### src/rtl/dmem_ctrl_pkg.sv
// Shared types for the dmem load/store sequencer: access sizes, FSM states,
// registered request payload, response payload and the byte-count helper.
package dmem_ctrl_pkg;

  localparam int unsigned DATA_W = 32;
  localparam int unsigned NLANES = 4;

  typedef enum logic [1:0] {
    SZ_B = 2'b00,
    SZ_H = 2'b01,
    SZ_W = 2'b10
  } size_e;

  typedef enum logic [1:0] {
    IDLE = 2'b00,
    ACC0 = 2'b01,
    ACC1 = 2'b10,
    RESP = 2'b11
  } state_e;

  typedef struct packed {
    logic              we;
    logic [1:0]        size;
    logic              is_unsigned;
    logic [DATA_W-1:0] wdata;
  } dmem_req_t;

  typedef struct packed {
    logic              err;
    logic [DATA_W-1:0] rdata;
  } dmem_resp_t;

  // Illegal sizes report 4 so the range check stays conservative.
  function automatic logic [2:0] size_nbytes(input logic [1:0] sz);
    case (size_e'(sz))
      SZ_B:    size_nbytes = 3'd1;
      SZ_H:    size_nbytes = 3'd2;
      default: size_nbytes = 3'd4;
    endcase
  endfunction

endpackage

### src/rtl/dmem_align.sv
// Combinational lane steering: byte strobes and shifted store data across two
// words, plus load extraction and sign/zero extension from a {hi,lo} word pair.
module dmem_align
  import dmem_ctrl_pkg::*;
(
  input  logic [1:0]        off,
  input  logic [1:0]        size,
  input  logic              is_unsigned,
  input  logic [DATA_W-1:0] wdata,
  input  logic [DATA_W-1:0] hi,
  input  logic [DATA_W-1:0] lo,
  output logic [7:0]        be8,
  output logic [63:0]       wd64,
  output logic [DATA_W-1:0] rdata
);

  logic [2:0]        nb;
  logic [7:0]        mask;
  logic [DATA_W-1:0] sh;

  always_comb begin
    nb    = size_nbytes(size);
    mask  = (8'd1 << nb) - 8'd1;
    be8   = mask << off;
    wd64  = {32'd0, wdata} << {off, 3'b000};
    sh    = 32'({hi, lo} >> {off, 3'b000});
    rdata = sh;
    case (size_e'(size))
      SZ_B:    rdata = is_unsigned ? {24'd0, sh[7:0]}  : {{24{sh[7]}}, sh[7:0]};
      SZ_H:    rdata = is_unsigned ? {16'd0, sh[15:0]} : {{16{sh[15]}}, sh[15:0]};
      default: rdata = sh;
    endcase
  end

endmodule

### src/rtl/dmem_ctrl.sv
// Load/store sequencer between the memory stage and dmem; splits word-crossing
// accesses into two aligned word accesses and returns extended load data.
module dmem_ctrl
  import dmem_ctrl_pkg::*;
#(
  parameter  int unsigned DATA_WIDTH    = 32,
  parameter  int unsigned DMEM_SZ_IN_KB = 1,
  parameter  int unsigned ADDR_WIDTH    = 32,
  localparam int unsigned WA_W          = $clog2(DMEM_SZ_IN_KB * 1024 / 4)
) (
  input  logic                  clk,
  input  logic                  rst,
  input  logic                  req_valid,
  output logic                  req_ready,
  input  logic                  req_we,
  input  logic [1:0]            req_size,
  input  logic                  req_unsigned,
  input  logic [ADDR_WIDTH-1:0] req_addr,
  input  logic [DATA_WIDTH-1:0] req_wdata,
  output logic                  resp_valid,
  output logic                  resp_err,
  output logic [DATA_WIDTH-1:0] resp_rdata,
  output logic                  dmem_en,
  output logic [3:0]            dmem_be,
  output logic [WA_W-1:0]       dmem_addr,
  output logic [DATA_WIDTH-1:0] dmem_wdata,
  input  logic [DATA_WIDTH-1:0] dmem_rdata
);

  localparam int unsigned DMEM_BYTES = DMEM_SZ_IN_KB * 1024;
  localparam int unsigned EA_W       = ADDR_WIDTH + 1;

  state_e            state, state_nx;
  dmem_req_t         req_q;
  logic [WA_W+1:0]   addr_q;
  logic              err_q;
  logic              split_q;
  logic [DATA_W-1:0] lo_q;

  logic [2:0]        nb_in;
  logic [EA_W-1:0]   end_addr;
  logic              illegal_in;
  logic              split_in;
  logic              accept;
  logic [WA_W-1:0]   word0;
  logic [WA_W-1:0]   word1;
  logic [7:0]        be8;
  logic [63:0]       wd64;
  logic [DATA_W-1:0] al_hi, al_lo, al_rdata;
  dmem_resp_t        resp;

  // Request decode on the input side; only used to pick the first state and to register.
  always_comb begin
    nb_in      = size_nbytes(req_size);
    end_addr   = {1'b0, req_addr} + EA_W'(nb_in) - EA_W'(1);
    illegal_in = (req_size == 2'b11) || (end_addr >= EA_W'(DMEM_BYTES));
    split_in   = ({2'b00, req_addr[1:0]} + {1'b0, nb_in}) > 4'd4;
    accept     = (state == IDLE) && req_valid;
  end

  always_ff @(posedge clk) begin
    if (rst) state <= IDLE;
    else     state <= state_nx;
  end

  always_comb begin
    state_nx = state;
    case (state)
      IDLE:    if (req_valid) state_nx = illegal_in ? RESP : ACC0;
      ACC0:    state_nx = split_q ? ACC1 : RESP;
      ACC1:    state_nx = RESP;
      RESP:    state_nx = IDLE;
      default: state_nx = IDLE;
    endcase
  end

  // Registered request fields and the low word of a split load.
  always_ff @(posedge clk) begin
    if (rst) begin
      req_q   <= '0;
      addr_q  <= '0;
      err_q   <= 1'b0;
      split_q <= 1'b0;
      lo_q    <= '0;
    end else begin
      if (accept) begin
        req_q.we          <= req_we;
        req_q.size        <= req_size;
        req_q.is_unsigned <= req_unsigned;
        req_q.wdata       <= req_wdata;
        addr_q            <= req_addr[WA_W+1:0];
        err_q             <= illegal_in;
        split_q           <= split_in;
      end
      if (state == ACC1) lo_q <= dmem_rdata;
    end
  end

  assign word0 = addr_q[WA_W+1:2];
  assign word1 = word0 + WA_W'(1);
  assign al_hi = split_q ? dmem_rdata : '0;
  assign al_lo = split_q ? lo_q : dmem_rdata;

  dmem_align u_align (
    .off         (addr_q[1:0]),
    .size        (req_q.size),
    .is_unsigned (req_q.is_unsigned),
    .wdata       (req_q.wdata),
    .hi          (al_hi),
    .lo          (al_lo),
    .be8         (be8),
    .wd64        (wd64),
    .rdata       (al_rdata)
  );

  // Outputs decode from state only; everything is held at 0 while rst is high.
  always_comb begin
    req_ready  = 1'b0;
    dmem_en    = 1'b0;
    dmem_be    = '0;
    dmem_addr  = '0;
    dmem_wdata = '0;
    resp_valid = 1'b0;
    resp       = '0;
    if (!rst) begin
      case (state)
        IDLE: req_ready = 1'b1;
        ACC0: begin
          dmem_en   = 1'b1;
          dmem_addr = word0;
          if (req_q.we) begin
            dmem_be    = be8[3:0];
            dmem_wdata = wd64[31:0];
          end
        end
        ACC1: begin
          dmem_en   = 1'b1;
          dmem_addr = word1;
          if (req_q.we) begin
            dmem_be    = be8[7:4];
            dmem_wdata = wd64[63:32];
          end
        end
        RESP: begin
          resp_valid = 1'b1;
          resp.err   = err_q;
          resp.rdata = (err_q || req_q.we) ? '0 : al_rdata;
        end
        default: ;
      endcase
    end
  end

  assign resp_err   = resp.err;
  assign resp_rdata = resp.rdata;

endmodule
### config.mk
export PLATFORM = sky130hd
export DESIGN_NAME = dmem_ctrl
export DESIGN_NICKNAME = d
export VERILOG_FILES = /design/src/rtl/dmem_ctrl_pkg.sv /design/src/rtl/dmem_align.sv /design/src/rtl/dmem_ctrl.sv
export SDC_FILE = /design/constraint.sdc
export NUM_CORES = 1
export LEC_CHECK = 0
export ABC_AREA = 1
export BUFFER_PORTS_ARGS = -buffer_cell sky130_fd_sc_hd__buf_2
export CAP_MARGIN = 20
export CELL_PAD_IN_SITES_DETAIL_PLACEMENT = 1
export CELL_PAD_IN_SITES_GLOBAL_PLACEMENT = 2
export CORE_UTILIZATION = 28
export DETAILED_ROUTE_END_ITERATION = 10
export PLACE_DENSITY_LB_ADDON = 0.1
export SLEW_MARGIN = 20
export SYNTH_ARGS = -nofsm -noshare
export SYNTH_HDL_FRONTEND = slang
export SYNTH_SLANG_ARGS = --single-unit
### constraint.sdc
create_clock -name clk -period 3.7 [get_ports clk]
set_clock_uncertainty 0.15 [all_clocks]
set_input_delay 0.37 -clock clk [delete_from_list [all_inputs] [get_ports clk]]
set_output_delay 0.37 -clock clk [all_outputs]
set_load 0.05 [all_outputs]
==> metrics.md, run 1 <==
| Metric | Value |
|---|---|
| Ranking of synthesized cells by area | dfxtp_1 (20%), nand2_1 (16%), o21ai_0 (11%), nor2_1 (9.2%), a21oi_1 (8.6%) |
| Design Power | 5380 uW |
| Final setup viols | 0 |
| CTS Buffer Depth | 2 |
| Number of synthesized flops with an enable pin | 0 |
| Synth cell types | 45 |
| Slew headroom | roughly three fifths |
| Worst-Skew Late Latency | between 0.3 and 0.4 ns |
| Wire length on met2 | 16700 um |
| Max Clk Rate | 0.291 GHz |
| DIE AREA | 0.0299 sq mm |
| H-Tree Depth | 3 |
| First-pass GRT wire length | 53800 um |
| Vias per cell | 4.93 |
| Metal3 WL | 795 um |
| Simple-gate share of the synthesized area | ~33% |
| CTS root buf | clkbuf_16 |
| NumNets Final | 1759 |
| Critical path arrival | 2.91 ns |
| WS Path Type | register to output port |
| Final TNS setup | 0 ns |
| Measured slew at the worst slew-check pin | 0.580 ns |
| Crit-path cells | inv_1 -> ha_1 -> inv_1 -> nor2_4 -> inv_2 -> nor2_1 -> inv_1 -> nor2_1 -> buf_4 -> nand2_1 -> o22ai_1 -> buf_2 |
| Post-synth top flop | dfxtp_1 |
| Layout area overhead | 20.5% |
| VDD IR max | 0.223 mV |
| Clock tree sinks | slightly above 80 |
| Critical Path RT | 3.18 ns |
| CP max stage delay | 0.40 ns |
| Cell mode on critical path | inv_1 |
| Syn Area/Cell | 5.64 sq um |
| Starting density of the core | 28.5% |
| Grt total ovfl | 0 |
| Vias in the first global route | 9941 |
| Row count | 62 |
| Post-Synth XOR/XNOR Area | 0.214% |
| Antenna viol nets, final | 0 |
| Vias | 9840 |
| CP max FO | 10 |
| Pleak | 0.00492 uW |
| Most common library cells after synthesis | nand2_1 (357), nor2_1 (200), inv_1 (180), o21ai_0 (178), a21oi_1 (140) |
| Clk pin slew, worst setup/hold paths | 0.07 ns |
| Pwr dens | between 500 and 600 mW/mm^2 |
| Initial antenna violation count | 0 |
| Die Wd | 173 um |
| Final Hold Fails | 0 |
| Die Y | 173 um |
| Largest family of logic cells by synthesized area | simple AND/OR/NAND/NOR gates |
| Yosys top cell by area | dfxtp_1 |
| End-of-flow core utilization | about a third |
| Post-CTS setup buffers | 0 |
| I/O pin count | 183 |
| Synth Area in Compound Gates | 25.4% |
| Highest metal used | met4 |
| RSZ-0062 raised after global routing | no |
| I/O Buffers | 182 |
| # DRC | 0 |
| Synthesized net count | 1602 |
| GRT Overall Usage | 22.6% |
| Hold WC Path Type | primary input to register |
| Largest net degree at the start of global routing | 53 |
| First-pass DRT Iterations | 4 |
| Warnings from Yosys | 0 |
| Met1 Wirelength | 15900 um |
| WP buf/inv | 6 |
| Placer congestion estimate | 0.817 |
| Layout cells sized above 1 | between 10% and 20% |
| Final WS setup | 0.269 ns |
| Min Tclk post-route | between 3 and 4 ns |
| Post-Synthesis Cell Area | 0.00818 sq mm |
| FF+latch count, synth | about 80 |
| CTS tree | done |
| Initial DRC Count | about 550 |
| Slew Viols, Final | 0 |
| Ant. Diodes | 0 |
| Pre-CTS setup slack | 0.378 ns |
| Slowest-stage cell, CP | dfxtp_1 |
| Crit start category | register |
| # Max-Cap Violations | 0 |
| CTS Buf Count | 9 |
| Async S/R FF share, synth | 0% |
| Final period utilization | 92.7% |
| Cell with the most instances after synthesis | nand2_1 |
| Outcome | finished, final reports clean |
| Worst path top cell family by delay | buffers and inverters |
| Core Region | between 0.02 and 0.03 sq mm |
| DR WL/cell | between 15 and 20 um |
| Critical Path End Type | output port |
| Post-Synth Adder-Cell Area | around 7.5% |
| DP HPWL | ~27000 um |
| Top-area cell type share of the netlist area | 20.1% |
| Post-synthesis mux area share | 1.35% |
| Post-Synthesis Cells | ~1500 |
| Total Routed Length | between 30000 and 40000 um |
| Post-synthesis sequential area ratio | 20.1% |
## metrics by stage
stage / hold WS (ns) / area [sq um] / cells
finish: 0.104 / 9860 / 1996
global route: 0.117 / 9860 / 1996
CTS: 0.0978 / 9850 / 1996
detailed placement: 0.319 / 9530 / 1981
global placement: 0.302 / 9530 / 1981
floorplan: 0.285 / 8180 / 1451
## where the power goes
| part | leakage (uW) | switching (uW) | internal [uW] |
|---|---|---|---|
| registers | 0.000678 | 206 | 1190 |
| clock network | 0.000154 | 406 | 625 |
| logic | 0.00408 | 2090 | 857 |
## sequential cells by signal (all words and copies together) (netlist names)
register / cells
addr_q: 10
err_q: 1
state: 2
lo_q: 32
split_q: 1
req_q: 36
## cell usage in the layout, fill, tap and decap left out, types with 3 or more instances in the layout
cell type and count:
a21boi_0 6, a21oi_1 140, a21oi_2 4, a31oi_1 15
buf_2 181, buf_4 29, clkbuf_16 9, clkinv_1 3
dfxtp_1 80, ha_1 45, inv_1 178, inv_2 17
mux2i_1 11, nand2_1 355, nand2_2 10, nand3_1 50
nand3b_1 9, nand4_1 7, nor2_1 200, nor2_2 5
nor3_1 10, nor3_2 8, o21ai_0 178, o21ai_1 6
o21bai_1 6, o221ai_1 3, o22ai_1 14, o32ai_1 3
## final timing paths
check,cells after the start,endpoint,slack [ns],start
hold reg to reg,2,req_q[16]$_SDFFE_PP0P_,0.33,req_q[16]$_SDFFE_PP0P_
setup / recovery,12,dmem_wdata[14],0.27,state[0]$_SDFFE_PP0P_
setup reg to reg,7,req_q[22]$_SDFFE_PP0P_,1.53,state[0]$_SDFFE_PP0P_
hold / removal,3,lo_q[25]$_SDFFE_PP0N_,0.10,dmem_rdata[25]
## worst register-to-register path, stage by stage, from the launching register on
cell and delay (ns):
dfxtp_1 0.40, inv_1 0.11, ha_1 0.24, nand2_2 0.07
buf_4 0.25, buf_4 0.47, o21ai_0 0.26, a21oi_1 0.16
## per-layer routing
layer	up-vias	global-route usage (%)
met5	-	0
met4	0	5.72
li1	5011	-
met3	27	2.20
met2	161	40.5
met1	4641	28.9
## cells by family after synthesis
| family | Yosys count |
|---|---|
| simple gates | 660 |
| xor+xnor | 2 |
| compound gates | 386 |
| flops | 82 |
| fa+ha+maj | 48 |
| mux | 11 |
| buf+inv | 262 |
## timing repair
action	CTS	global route
resized for setup	0	3
hold buffers	0	0
setup endpoints to repair	0	2
## final cells by class
| type | instances | area, sq um |
|---|---|---|
| Timing Repair Buffer | 210 | 1120 |
| Fill cell | 3962 | 18800 |
| Sequential cell | 82 | 1640 |
| Tap cell | 384 | 480 |
| Multi-Input combinational cell | 1107 | 5540 |
| Clock inverter | 4 | 75.1 |
| Clock buffer | 11 | 253 |
| Inverter | 198 | 743 |
Power figures use the tool's default switching activity.
==> run 2, diff against run 1 <==
CELL_PAD_IN_SITES_DETAIL_PLACEMENT = 0   (was 1)
CELL_PAD_IN_SITES_GLOBAL_PLACEMENT = 1   (was 2)
CORE_ASPECT_RATIO = 0.5   (was not set)
CORE_UTILIZATION = 37   (was 28)
==> run 2 against run 1 <==
Global-route usage increased by 3.0 points. Die area fell by 24%. Via count fell by 0.72%. Sequential power barely moved. Flip-flop and latch count stayed put. Clock power barely moved. Register-to-register slack better by 0.17 ns. Utilization grew 10 points. Critical path depth fell by 3. Combinational power shrank 5%. Final cell count decreased by 4.5%. Largest cell class unchanged. Critical path type unchanged. Power is 2.4% lower.
==> metrics.md, run 2 (synthesis gave the netlist of run 1 again) <==
| Metric | Value |
|---|---|
| Outcome | finished, final reports clean |
| # DRC | 0 |
| Pleak | 0.00489 uW |
| WP buf/inv | 4 |
| Total Routed Length | 28700 um |
| WS Path Type | register to output port |
| Worst path top cell family by delay | simple AND/OR/NAND/NOR gates |
| Worst Reg-to-Reg Cells | 6 |
| Final WS setup | about 0.43 ns |
| Final std cells w/o fill | 1907 |
| Design Power | 5250 uW |
| Hold WC Path Type | primary input to register |
| Critical Path End Type | output port |
| GRT Overall Usage | 25.6% |
| CP max stage delay | 0.57 ns |
| Dpl cells | 1889 |
| DP HPWL | roughly 23000 um |
| Commonest non-fill, non-tap cell in the layout | nand2_1 |
| CP Launch Point | state[1]$_SDFFE_PP0P_ |
| Vias | between 9000 and 10000 |
| Critical path arrival | about 2.8 ns |
| Slew Viols, Final | 0 |
| Min Tclk post-route | approximately 3.3 ns |
| First-pass DRT Iterations | 7 |
| Row count | 38 |
| Crit-path cells | inv_1 -> ha_1 -> inv_1 -> nor2_1 -> inv_1 -> nor3_2 -> nand2_1 -> a21oi_1 -> buf_2 |
| Layout area overhead | 18.6% |
| Slew headroom | slightly above 40% |
| Vias in the first global route | 9046 |
| Initial antenna violation count | 2 |
| Initial DRC Count | 765 |
| Reg2Reg Launch Point | state[0]$_SDFFE_PP0P_ |
| Die Wd | 212 um |
| CTS tree | done |
| Hold Crit Depth | 3 |
| # Max-Cap Violations | 0 |
| Final period utilization | between 80% and 90% |
| DR WL/cell | between 15 and 20 um |
| Layout cells sized above 1 | between 10% and 20% |
| Stages on worst setup path | 9 |
| Fillers | 2451 |
| First-pass GRT wire length | about 46000 um |
| H-Tree Depth | 3 |
| Min-delay src | dmem_rdata[26] |
| Largest Register | req_q |
| VDD IR max | 0.268 mV |
| CTS root buf | clkbuf_16 |
| CTS Buf Count | 9 |
| Antenna viol nets, final | 0 |
| Measured slew at the worst slew-check pin | 0.880 ns |
| Grt total ovfl | 0 |
| Largest net degree at the start of global routing | 73 |
| Final TNS setup | 0 ns |
| Pre-CTS setup slack | ~0.44 ns |
| I/O Buffers | roughly 180 |
| Crit start category | register |
| CP max FO | 11 |
| NumNets Final | 1751 |
| Final Hold Fails | 0 |
| Vias per cell | a little over 5 |
| CTS Buffer Depth | 2 |
| Cell mode on critical path | inv_1 |
| Top flop regs | req_q: 36 flops, lo_q: 32 flops, addr_q: 10 flops |
| Max reg flops | 36 |
| Worst-Skew Late Latency | 0.35 ns |
| Die Y | 107 um |
| Cts repair resizes | 0 |
| Post-CTS setup buffers | 0 |
| Clk pin slew, worst setup/hold paths | 0.07 ns |
| Max Clk Rate | ~0.31 GHz |
| # hold bufs at CTS | 0 |
| Slowest-stage cell, CP | nor3_2 |
| Final setup viols | 0 |
| Core Region | 0.0217 sq mm |
| Critical Path RT | 3.18 ns |
| Placer congestion estimate | 0.919 |
| DIE AREA | 0.0228 sq mm |
| Clock tree sinks | between 80 and 90 |
| I/O pin count | 183 |
| Starting density of the core | 37.7% |
| Most frequent cells in the layout | nand2_1 (356), nor2_1 (200), buf_2 (182), inv_1 (178), o21ai_0 (178) |
| RSZ-0062 raised after global routing | no |
| Pwr dens | 541 mW/mm^2 |
## run 2: area by class of cell
cell class	count	area, sq um	share of cell area [%]
diodes	2	5.00	0.0516
inverters	198	743	7.66
flip-flops and latches	82	1640	16.9
well taps	300	375	3.87
clock buffers	12	267	2.75
multi-input cells	1107	5540	57.0
repair buffers	202	1060	10.9
clock inverters	4	72.6	0.748
## run 2: power by group
group	internal [uW]	switching [uW]
clock network	646	389
registers	1190	221
logic	829	1970
total	2670	2580
## run 2: stage by stage
stage / utilization, % / hold slack, ns / cell area, sq um
after global routing: 44.8 / 0.107 / 9700
after CTS: 44.7 / 0.0939 / 9700
final: 44.8 / 0.0992 / 9700
after floorplan: - / 0.285 / 8180
after detailed placement: 43.2 / 0.311 / 9360
after global placement: 43.2 / 0.301 / 9360
## run 2: metal layers
layer	routed length, um	GRT usage, %	part of all wire, %
met1	13400	33.2	47
met4	568	7.55	2.0
met3	1140	2.93	4.0
met5	0	0	0
met2	13600	44.5	47
## run 2: worst reg2reg max path: stages, from the launching register on
cell and delay [ns]:
dfxtp_1 0.40, inv_1 0.11, ha_1 0.24, nand2_2 0.07, buf_4 0.53, o21ai_0 0.26
a21oi_1 0.18
## run 2: worst paths after layout
path	endpoint	slack, ns
min reg2reg	req_q[16]$_SDFFE_PP0P_	0.32
max reg2reg	addr_q[4]$_SDFFE_PP0P_	1.70
max	dmem_wdata[5]	0.43
min	lo_q[26]$_SDFFE_PP0N_	0.1
==> run 3, diff against run 2 <==
CAP_MARGIN = not set   (was 20)
CELL_PAD_IN_SITES_DETAIL_PLACEMENT = not set   (was 0)
CELL_PAD_IN_SITES_GLOBAL_PLACEMENT = not set   (was 1)
CORE_UTILIZATION = 40   (was 37)
PLACE_DENSITY_LB_ADDON = not set   (was 0.1)
==> run 3 against run 2 <==
Design area shrank 1.4%. Clock-buffer cell count decreased by 3. Routed wire length shrank 1.4%. Final cell count decreased by 2.3%. Register-to-register slack worse by 0.18 ns. Largest power group unchanged.
==> metrics.md, run 3 (synthesis gave the netlist of run 1 again) <==
| Metric | Value |
|---|---|
| Outcome | finished, final reports clean |
| Critical path arrival | slightly below 3 ns |
| # Max-Cap Violations | 0 |
| Pleak | 0.00483 uW |
| Dpl cells | 1848 |
| Vias | 9840 |
| Critical Path RT | 3.18 ns |
| Wire length on met2 | 13000 um |
| Min-delay src | dmem_rdata[28] |
| Met1 Wirelength | 13200 um |
| CTS tree | done |
| Vias per cell | ~5.3 |
| Crit start category | register |
| I/O Buffers | 182 |
| Hold Crit Depth | 3 |
| DP HPWL | 21600 um |
| CTS Buf Count | 9 |
| Pwr dens | 531 mW/mm^2 |
| Antenna viol nets, final | 0 |
| First-pass DRT Iterations | 5 |
| Die Wd | approximately 200 um |
| Layout area overhead | 16.9% |
| DIE AREA | 0.0211 sq mm |
| Worst Reg-to-Reg Cells | 7 |
| CP max FO | 10 |
| Vias in the first global route | 8881 |
| Crit-path cells | inv_1 -> ha_1 -> inv_1 -> nor2_4 -> inv_2 -> nor2_1 -> inv_1 -> nor2_2 -> nand2_1 -> o22ai_1 -> buf_2 |
| Clk pin slew, worst setup/hold paths | ~0.07 ns |
| CTS root buf | clkbuf_16 |
| Slew Viols, Final | 0 |
| Row count | 36 |
| Metal3 WL | approximately 1400 um |
| Initial DRC Count | around 740 |
| Endpoint, Worst Hold | lo_q[28]$_SDFFE_PP0N_ |
| Final Hold Fails | 0 |
| RSZ-0062 raised after global routing | no |
| NumNets Final | 1744 |
| Core Region | 0.0197 sq mm |
| Min Tclk post-route | approximately 3.4 ns |
| Commonest non-fill, non-tap cell in the layout | nand2_1 |
| Final TNS setup | 0 ns |
| CP max stage delay | approximately 0.40 ns |
| Reg2Reg Launch Point | state[1]$_SDFFE_PP0P_ |
| Hold WC Path Type | primary input to register |
| CTS Buffer Depth | 2 |
| Measured slew at the worst slew-check pin | 0.959 ns |
| Largest Register | req_q |
| Slew headroom | 36.0% |
| Worst-Skew Late Latency | between 0.3 and 0.4 ns |
| # DRC | 0 |
| Die Y | about 100 um |
| Total Routed Length | 28300 um |
| Cell mode on critical path | inv_1 |
| GRT Overall Usage | 26.4% |
| DR WL/cell | around 15 um |
| Top flop regs | req_q: 36 flops, lo_q: 32 flops, addr_q: 10 flops |
| Layout cells sized above 1 | 16.3% |
| Initial antenna violation count | 0 |
| Critical Path End Type | output port |
| Most frequent cells in the layout | nand2_1 (356), nor2_1 (200), buf_2 (180), inv_1 (178), o21ai_0 (178) |
| Post-CTS setup buffers | 0 |
| I/O pin count | 183 |
| Grt total ovfl | 0 |
| Max reg flops | 36 |
| Slowest-stage cell, CP | dfxtp_1 |
| Ant. Diodes | 0 |
| Clock tree sinks | 82 |
| Final period utilization | approximately 93% |
| First-pass GRT wire length | 44500 um |
| Highest metal used | met4 |
| Reg2reg setup slack | about 1.5 ns |
| Placer congestion estimate | 0.897 |
| H-Tree Depth | 3 |
| Final std cells w/o fill | 1864 |
| VDD IR max | 0.345 mV |
| Max Clk Rate | 0.292 GHz |
| Capturing point of the worst reg2reg path | split_q$_SDFFE_PP0P_ |
| WS Path Type | register to output port |
| Final setup viols | 0 |
| Starting density of the core | 41.5% |
| Largest net degree at the start of global routing | approximately 110 |
run 3: cell types whose count changed in the layout (fill, tap and decap cells not counted), moves of 2 or more:
cell and delta:
buf_4 -7, inv_6 +4, clkbuf_8 -3, buf_2 -2
bufinv_16 -2, clkinv_4 +2, diode_2 -2
run 3: worst max-delay path by stage:
stage / start / endpoint / slack (ns) / cells after the start
2_1_floorplan: state[0]$_SDFFE_PP0P_ / dmem_wdata[25] / 0.22 / 11
3_3_place_gp: req_size[1] / err_q$_SDFFE_PP0P_ / 0.53 / 24
3_5_place_dp: req_size[1] / err_q$_SDFFE_PP0P_ / 0.45 / 24
4_1_cts: state[0]$_SDFFE_PP0P_ / dmem_wdata[26] / 0.30 / 13
5_1_grt: state[1]$_SDFFE_PP0P_ / dmem_wdata[16] / 0.02 / 14
6_report: state[0]$_SDFFE_PP0P_ / dmem_wdata[10] / 0.28 / 11
run 3: power breakdown:
group	switching (uW)	internal, uW
logic	1980	814
clock network	416	468
registers	207	1190
total	2600	2470
run 3: critical path, delay by kind of cell, from the launching register on:
kind / cells / cell delay, ns
adder cells (fa/ha/maj): 1 / 0.31
AO/OA/AOI/OAI: 1 / 0.23
AND/OR/NAND/NOR: 4 / 0.91
flip-flops: 1 / 0.40
buffers and inverters: 5 / 0.71
run 3: area by class of cell:
type | instances | area (sq um)
Clock buffer | 9 | 225
Clock inverter | 7 | 60.1
Fill cell | 2172 | 10200
Inverter | 198 | 743
Multi-Input combinational cell | 1107 | 5540
Sequential cell | 82 | 1640
Tap cell | 266 | 333
Timing Repair Buffer | 195 | 1030
run 3: timing repair:
action / in CTS / in global routing
gates resized for setup: 0 / 4
hold buffers: 0 / 0
setup endpoints to repair: 0 / 2
run 3: per-layer routing:
layer  global-route usage [%]  vias up
li1                         -     4987
met1                     35.0     4504
met2                     45.8      303
met3                     2.50       46
met4                     8.15        0
met5                        0        -
run 3: per-stage QoR:
step                hold slack (ns)  setup slack (ns)  instance area (sq um)  total power, uW  utilization, %
CTS                           0.108             0.299                   9560             5060            48.5
global route                  0.133            0.0232                   9570             5500            48.5
floorplan                     0.285             0.224                   8180             3410               -
finish                        0.115             0.276                   9570             5080            48.5
global placement              0.301             0.527                   9280             4140            47.0
detailed placement            0.311             0.445                   9280             4170            47.0
